## src/rtl/rr_mem_rd_arbiter.sv

```systemverilog
// rr_mem_rd_arbiter: round-robin share of the packet-buffer read port with fixed-latency data return.
// Define RD_ARB_BURST_EN to add locked bursts (mem_last_i, MAX_BURST).
package mem_pkg;
  localparam int ADDR_W     = 10;
  localparam int BLOCK_BITS = 64;
endpackage

module rr_mem_rd_arbiter
  import mem_pkg::*;
#(
  parameter int N         = 4,
  parameter int RD_LAT    = 2,
  parameter int MAX_BURST = 8
) (
  input  logic                       clk,
  input  logic                       rst_n,
  input  logic [N-1:0]               mem_re_i,
  input  logic [N-1:0][ADDR_W-1:0]   mem_addr_i,
  output logic [N-1:0]               mem_gnt_o,
  output logic [N-1:0]               mem_rvalid_o,
  output logic [BLOCK_BITS-1:0]      mem_rdata_o,
  output logic                       mem_re_o,
  output logic [ADDR_W-1:0]          mem_addr_o,
  input  logic [BLOCK_BITS-1:0]      mem_rdata_i
`ifdef RD_ARB_BURST_EN
  ,
  input  logic [N-1:0]               mem_last_i
`endif
);
  localparam int PW = $clog2(N);

  if (N < 2 || N > 16 || RD_LAT < 1 || RD_LAT > 8 || MAX_BURST < 1 || MAX_BURST > 64)
    $error("rr_mem_rd_arbiter: parameter out of range");

  logic [PW-1:0]             r_ptr, w_ptr_nxt, w_rr_win, w_win;
  logic                      w_rr_hit, w_hit;
  logic [RD_LAT-1:0]         r_pv;
  logic [RD_LAT-1:0][PW-1:0] r_pid;

  function automatic logic [PW-1:0] inc(input logic [PW-1:0] v);
    return (v == PW'(N - 1)) ? '0 : v + 1'b1;
  endfunction

  // first requester at or after the pointer, wrapping around
  always_comb begin
    w_rr_hit = 1'b0;
    w_rr_win = '0;
    for (int k = 0; k < N; k++)
      if (!w_rr_hit && mem_re_i[(int'(r_ptr) + k) % N]) begin
        w_rr_hit = 1'b1;
        w_rr_win = PW'((int'(r_ptr) + k) % N);
      end
  end

`ifdef RD_ARB_BURST_EN
  typedef enum logic {S_IDLE, S_LOCKED} state_t;
  localparam int BW = $clog2(MAX_BURST + 1);

  state_t        r_state, w_state_nxt;
  logic [PW-1:0] r_owner, w_owner_nxt;
  logic [BW-1:0] r_beats, w_beats_nxt;
  logic          w_end;

  always_ff @(posedge clk)
    if (!rst_n) begin
      r_state <= S_IDLE;
      r_owner <= '0;
      r_beats <= '0;
    end else begin
      r_state <= w_state_nxt;
      r_owner <= w_owner_nxt;
      r_beats <= w_beats_nxt;
    end

  always_comb begin
    w_hit = (r_state == S_LOCKED) ? mem_re_i[r_owner] : w_rr_hit;
    w_win = (r_state == S_LOCKED) ? r_owner : w_rr_win;
  end

  assign w_end = mem_last_i[r_owner] || (r_beats + 1'b1 == BW'(MAX_BURST));

  // the pointer only moves when a burst (or a single-beat grant) completes
  always_comb begin
    w_state_nxt = r_state;
    w_owner_nxt = r_owner;
    w_beats_nxt = r_beats;
    w_ptr_nxt   = r_ptr;
    if (r_state == S_IDLE) begin
      if (w_hit && !mem_last_i[w_win] && MAX_BURST > 1) begin
        w_state_nxt = S_LOCKED;
        w_owner_nxt = w_win;
        w_beats_nxt = BW'(1);
      end else if (w_hit)
        w_ptr_nxt = inc(w_win);
    end else if (w_hit) begin
      if (w_end) begin
        w_state_nxt = S_IDLE;
        w_beats_nxt = '0;
        w_ptr_nxt   = inc(r_owner);
      end else
        w_beats_nxt = r_beats + 1'b1;
    end
  end
`else
  always_comb begin
    w_hit     = w_rr_hit;
    w_win     = w_rr_win;
    w_ptr_nxt = w_rr_hit ? inc(w_rr_win) : r_ptr;
  end
`endif

  always_ff @(posedge clk)
    if (!rst_n) begin
      r_ptr <= '0;
      r_pv  <= '0;
      r_pid <= '0;
    end else begin
      r_ptr    <= w_ptr_nxt;
      r_pv[0]  <= w_hit;
      r_pid[0] <= w_win;
      for (int s = 1; s < RD_LAT; s++) begin
        r_pv[s]  <= r_pv[s-1];
        r_pid[s] <= r_pid[s-1];
      end
    end

  assign mem_gnt_o    = w_hit ? (N'(1) << w_win) : '0;
  assign mem_re_o     = w_hit;
  assign mem_addr_o   = w_hit ? mem_addr_i[w_win] : '0;
  assign mem_rvalid_o = r_pv[RD_LAT-1] ? (N'(1) << r_pid[RD_LAT-1]) : '0;
  assign mem_rdata_o  = mem_rdata_i;
endmodule

```

## config.mk

```make
export PLATFORM = sky130hd
export DESIGN_NAME = rr_mem_rd_arbiter
export DESIGN_NICKNAME = d
export VERILOG_FILES = /design/src/rtl/rr_mem_rd_arbiter.sv
export SDC_FILE = /design/constraint.sdc
export NUM_CORES = 1
export LEC_CHECK = 0
export BUFFER_PORTS_ARGS = -buffer_cell sky130_fd_sc_hd__buf_4
export CORE_AREA = 2 2 75 77
export CTS_BUF_LIST = sky130_fd_sc_hd__clkbuf_8
export CTS_CLUSTER_DIAMETER = 100
export DETAILED_ROUTE_END_ITERATION = 8
export DIE_AREA = 0 0 77 79
export HOLD_SLACK_MARGIN = 0.12
export PLACE_DENSITY = 0.76
export SETUP_SLACK_MARGIN = 0.02
export SLEW_MARGIN = 20
export SYNTH_ARGS = -nofsm -noshare
export SYNTH_HDL_FRONTEND = slang
export SYNTH_SLANG_ARGS = --single-unit
```

## constraint.sdc

```tcl
create_clock -name clk -period 2.2 [get_ports clk]
set_clock_uncertainty 0.2 [all_clocks]
set_input_delay 0.44 -clock clk [delete_from_list [all_inputs] [get_ports clk]]
set_output_delay 0.44 -clock clk [all_outputs]
set_load 0.02 [all_outputs]
```

# Word-level counts from Yosys, hierarchy flattened
# Index checks and enable logic that the tools add are counted.
[word_totals]
regBits = 8
input_bits = 110
out_inout_bits = 83
word_cells = 53
[op_classes]
n_addsub = 4
order_cmp = 5
eq_ne = 1
n_shift = 2
n_mux = 25
n_bitwise = 3
n_reduce_logical = 9
[ops]
columns = ["op", "n"]
rows = [
  ["binary-select mux 10 bit (select 2 bit)", 1],
  ["2-to-1 mux 10 bit", 2],
  ["< comparator 3 x 4 -> 1 bit, second input constant", 3],
  ["2-to-1 mux 1 bit", 11],
  ["2-to-1 mux 2 bit", 5],
  ["binary-select mux 1 bit (select 2 bit)", 4],
  ["2-to-1 mux 4 bit", 2],
  ["left shift 1 x 2 -> 4 bit, first input constant", 2],
  ["< comparator 2 x 3 -> 1 bit, second input constant", 2],
  ["OR reduction 2 bit", 3],
  ["adder 2 x 1 -> 2 bit, second input constant", 2],
  ["adder 2 bit, second input constant", 2],
  ["bitwise AND 1 bit, first input constant", 3],
  ["logical AND 1 bit", 3],
  ["zero test 1 bit", 3],
  ["equality test 2 bit, second input constant", 1],
]

# Depth between registers and ports, before layout
[depth]
ltp_word = 17
ltp_mapped = 8
ltp_nobuf = 7

# Worst setup path after synthesis
# OpenSTA, ideal clock, no wires.
[synth_timing]
path_type = "input port to output port"
start = "input port mem_re_i[2]"
end = "output port mem_addr_o[2]"
arrival_time_ps = 1717
required_time_ps = 1560
slack_ps = -157
stages = 7
n_path_buf = 2
path_cell_list = "nor2b_1 a21boi_1 o32a_1 buf_6 buf_12 mux2i_1 o22ai_1"
[synth_via]
elab_chain_len = 15
[synth_rtl]
columns = ["item", "line", "text"]
rows = [
  ["start, declared", "17", "input logic [N-1:0] mem_re_i,"],
  ["binary-select mux 1 bit (select 2 bit)", "49", "if (!w_rr_hit && mem_re_i[(int'(r_ptr) + k) % N]) begin"],
  ["2-to-1 mux 1 bit (not written as such)", "49", ""],
  ["2-to-1 mux 1 bit", "49", ""],
  ["zero test 1 bit", "49", ""],
  ["logical AND 1 bit", "49", ""],
  ["2-to-1 mux 1 bit", "49", ""],
  ["zero test 1 bit", "49", ""],
  ["logical AND 1 bit", "49", ""],
  ["2-to-1 mux 1 bit", "49", ""],
  ["zero test 1 bit", "49", ""],
  ["logical AND 1 bit", "49", ""],
  ["2-to-1 mux 2 bit", "49", ""],
  ["binary-select mux 10 bit (select 2 bit)", "129", "assign mem_addr_o = w_hit ? mem_addr_i[w_win] : '0;"],
  ["2-to-1 mux 10 bit (not written as such)", "129", ""],
  ["2-to-1 mux 10 bit *", "129", ""],
  ["end, declared", "23", "output logic [ADDR_W-1:0] mem_addr_o,"],
]
# Mark *: on every way between the ends. The rest lies on a longest branch, timed or not. The select of a mux whose other input is x is not followed.

# Worst setup path in the final report
# Same ends and word-level chain as after synthesis.

==> results.cfg <==
[min_path]
min_path_cells = 1
hold_path.startpoint = r_pv[0]
hold_path_class = reg2reg
min_to = r_pv[1]

[placed_design]
placed_cell_area_um2 = 1480
post-dp-hpwl_um = 2150
gp_congestion = 0.714
port_buffers = 64

[synthesis]
synthAdderAreaFrac_pct = 4.11
seq_area_frac_synth_pct = 13.1
synthCells = 146
synth_nets = 260
ys_ff_latch = 8
synthesis.area_um2 = 1220
synth_cell_types = 22
yosysWarnings = 0
synthMuxAreaShare_pct = 17.2
synth_top_family_by_area = buffers and inverters
synthXorXnorAreaFrac_pct = 0
syn_area_per_cell_um2 = 8.35
synthSimpleGateAreaFrac_pct = 12.8
synth_compound_area_share_pct = 8.52

[cells_and_area]
final_cell_mix = buf_4, mux2i_1, o22ai_2, buf_6
layout.nets = 275
fin_area_um2 = 1700
fillers = 591
syn2layout_area_growth_pct = 39.7
antenna_cells = 0
layout_commonest_cell = buf_4
drive_above_1_share_pct = 71.1

[die]
core_um2 = 5340
rows = 27
start_util_pct = 22.8
ioPinCount = 193
die_h_um = 79
die_area_um2 = 6080
die_width_um = 77

[cts]
clock-sinks = 8
clk_pin_slew_ns = 0.04
clk_latency_ns = 0.22
clockBufferDepth = 2
cts_tree = yes
cts_buffers = 3
root_buffer = clkbuf_8
postCtsHoldBufs = 0
htreeDepth = 1

[power]
vdd_drop_max_mv = 0.265
power_leakage_nw = 0.791
pwr_density_cell_nw_per_um2 = 769

[status]
violations = setup timing
status = finished, violations left

[detailed_routing]
dr_total_vias = 994
dr.pass1.iters = 4
drt_iter0_markers = 15
drc_errors = 0
via_per_inst = 4.30
ant_nets = 0
wl_per_cell_um = 13.2
totalWireLength_um = 3050

[worst_setup_path]
critPathRequiredTime_ns = 1.56
slowest_stage = o32a_4
critPathMaxStageDelay_ns = 0.45
crit_chain = buf_6 > nor2b_4 > a21boi_2 > o32a_4 > clkbuf_16 > mux2i_2 > o22ai_2 > buf_6
reg2reg_depth = 6
start_kind = input port
cp.arrival_ns = 1.92
cpMostUsedCell = buf_6
timing.rr.start = r_ptr[1]
r2r-end = r_ptr[1]
critPathKind = in2out
worstPathMaxFanout = 6
r2r_slack_ns = 0.33
crit_path_end_kind = output port

[sta]
setup_ws_ns = -0.356
tightest_slew_ns = 0.317
rsz0062_at_grt = yes
holdWs_ns = 0.226
max_freq_mhz = 391
setup_violations = 14
drv_slew = 0
finalHoldViolCount = 0
slew_headroom_pct = 78.9
finalCritPeriodShare_pct = 116
min_period_ns = 2.56

[job]
drv_cap = 0

[global_routing]
track_usage_pct = 8.47
overflow = 0
grt_pass1_vias = 959
grt_max_degree = 25
antenna_found_initial = 0
grt_pass1_wl_um = 4220
synth_stat cells:
library cell,number,area share [%]
buf_4,64,39
inv_1,2,0.62
a21boi_1,1,0.62
ha_1,4,4.1
buf_6,1,0.92
o22ai_1,10,5.1
nor3b_1,1,0.62
clkbuf_1,1,0.31
and3_1,1,0.51
o211a_1,1,0.82
nor2b_1,6,3.1
nand2_1,4,1.2
mux2i_1,21,17
and2_1,10,5.1
nor2_1,5,1.5
o221ai_1,1,0.72
buf_12,1,1.6
and3b_1,1,0.72
buf_8,1,1.2
dfxtp_1,8,13
o21ai_0,1,0.41
o32a_1,1,0.82
layout make-up:
class                   instances  area (um2)  area share, %
inverters                       2        10.0          0.588
repair buffers                 78         696           40.9
clock buffers                   3        41.3           2.42
well taps                      72        90.1           5.29
multi-input cells              68         706           41.4
flip-flops and latches          8         160           9.40
kinds of logic after synthesis:
family / after synthesis
and+or+nand+nor: 28
muxes: 21
DFF: 8
buffers and inverters: 70
AOI/OAI and AO/OA: 15
adders and majority gates: 4
worst max-delay path by stage:
stage,cells after the start,startpoint,end
after floorplan,7,mem_re_i[2],mem_addr_o[2]
after global placement,8,mem_re_i[1],mem_addr_o[2]
after detailed placement,8,mem_re_i[1],mem_addr_o[5]
after CTS,8,mem_re_i[1],mem_addr_o[5]
after global routing,8,mem_re_i[2],mem_addr_o[2]
final,8,mem_re_i[2],mem_addr_o[2]
flip-flops by register name, indices dropped and copies added, names as in the netlist:
name	count
r_pv	2
r_pid	4
r_ptr	2
power by group:
part	total [mW]	switching (mW)	internal (mW)
Sequential	0.183	0.0162	0.167
Clock	0.169	0.0515	0.118
Combinational	0.956	0.432	0.524
per-stage QoR:
stage	total power [mW]	worst slack (ns)	instances	utilization, %	setup TNS (ns)
finish	1.31	-0.356	231	31.9	-4.24
global route	1.39	-0.399	231	31.9	-4.84
CTS	1.16	-0.291	227	28.6	-3.60
detailed placement	0.979	-0.282	224	27.7	-3.49
global placement	0.973	-0.253	224	27.7	-3.38
floorplan	0.859	-0.0567	146	-	-0.477
critical path: cells and delay by family:
kind / cells / cell delay (ns)
buf+inv: 3 / 0.42
simple gates: 1 / 0.11
mux: 1 / 0.15
compound gates: 3 / 0.78
layer usage:
| metal | up-vias | track usage [%] | share of wire [%] |
|---|---|---|---|
| met2 | 73 | 13.8 | 46 |
| met5 | - | 0 | 0 |
| met4 | 0 | 8.39 | 5.6 |
| met3 | 26 | 2.39 | 11 |
| met1 | 443 | 8.68 | 37 |
| li1 | 452 | - | - |
what timing repair did:
action,in CTS,in global routing
pin swaps,0,4
setup endpoints to repair,14,14
resized for setup,2,25
cloned,0,3
buffers inserted,0,1
Note: power is estimated with default switching activity, not from simulation.
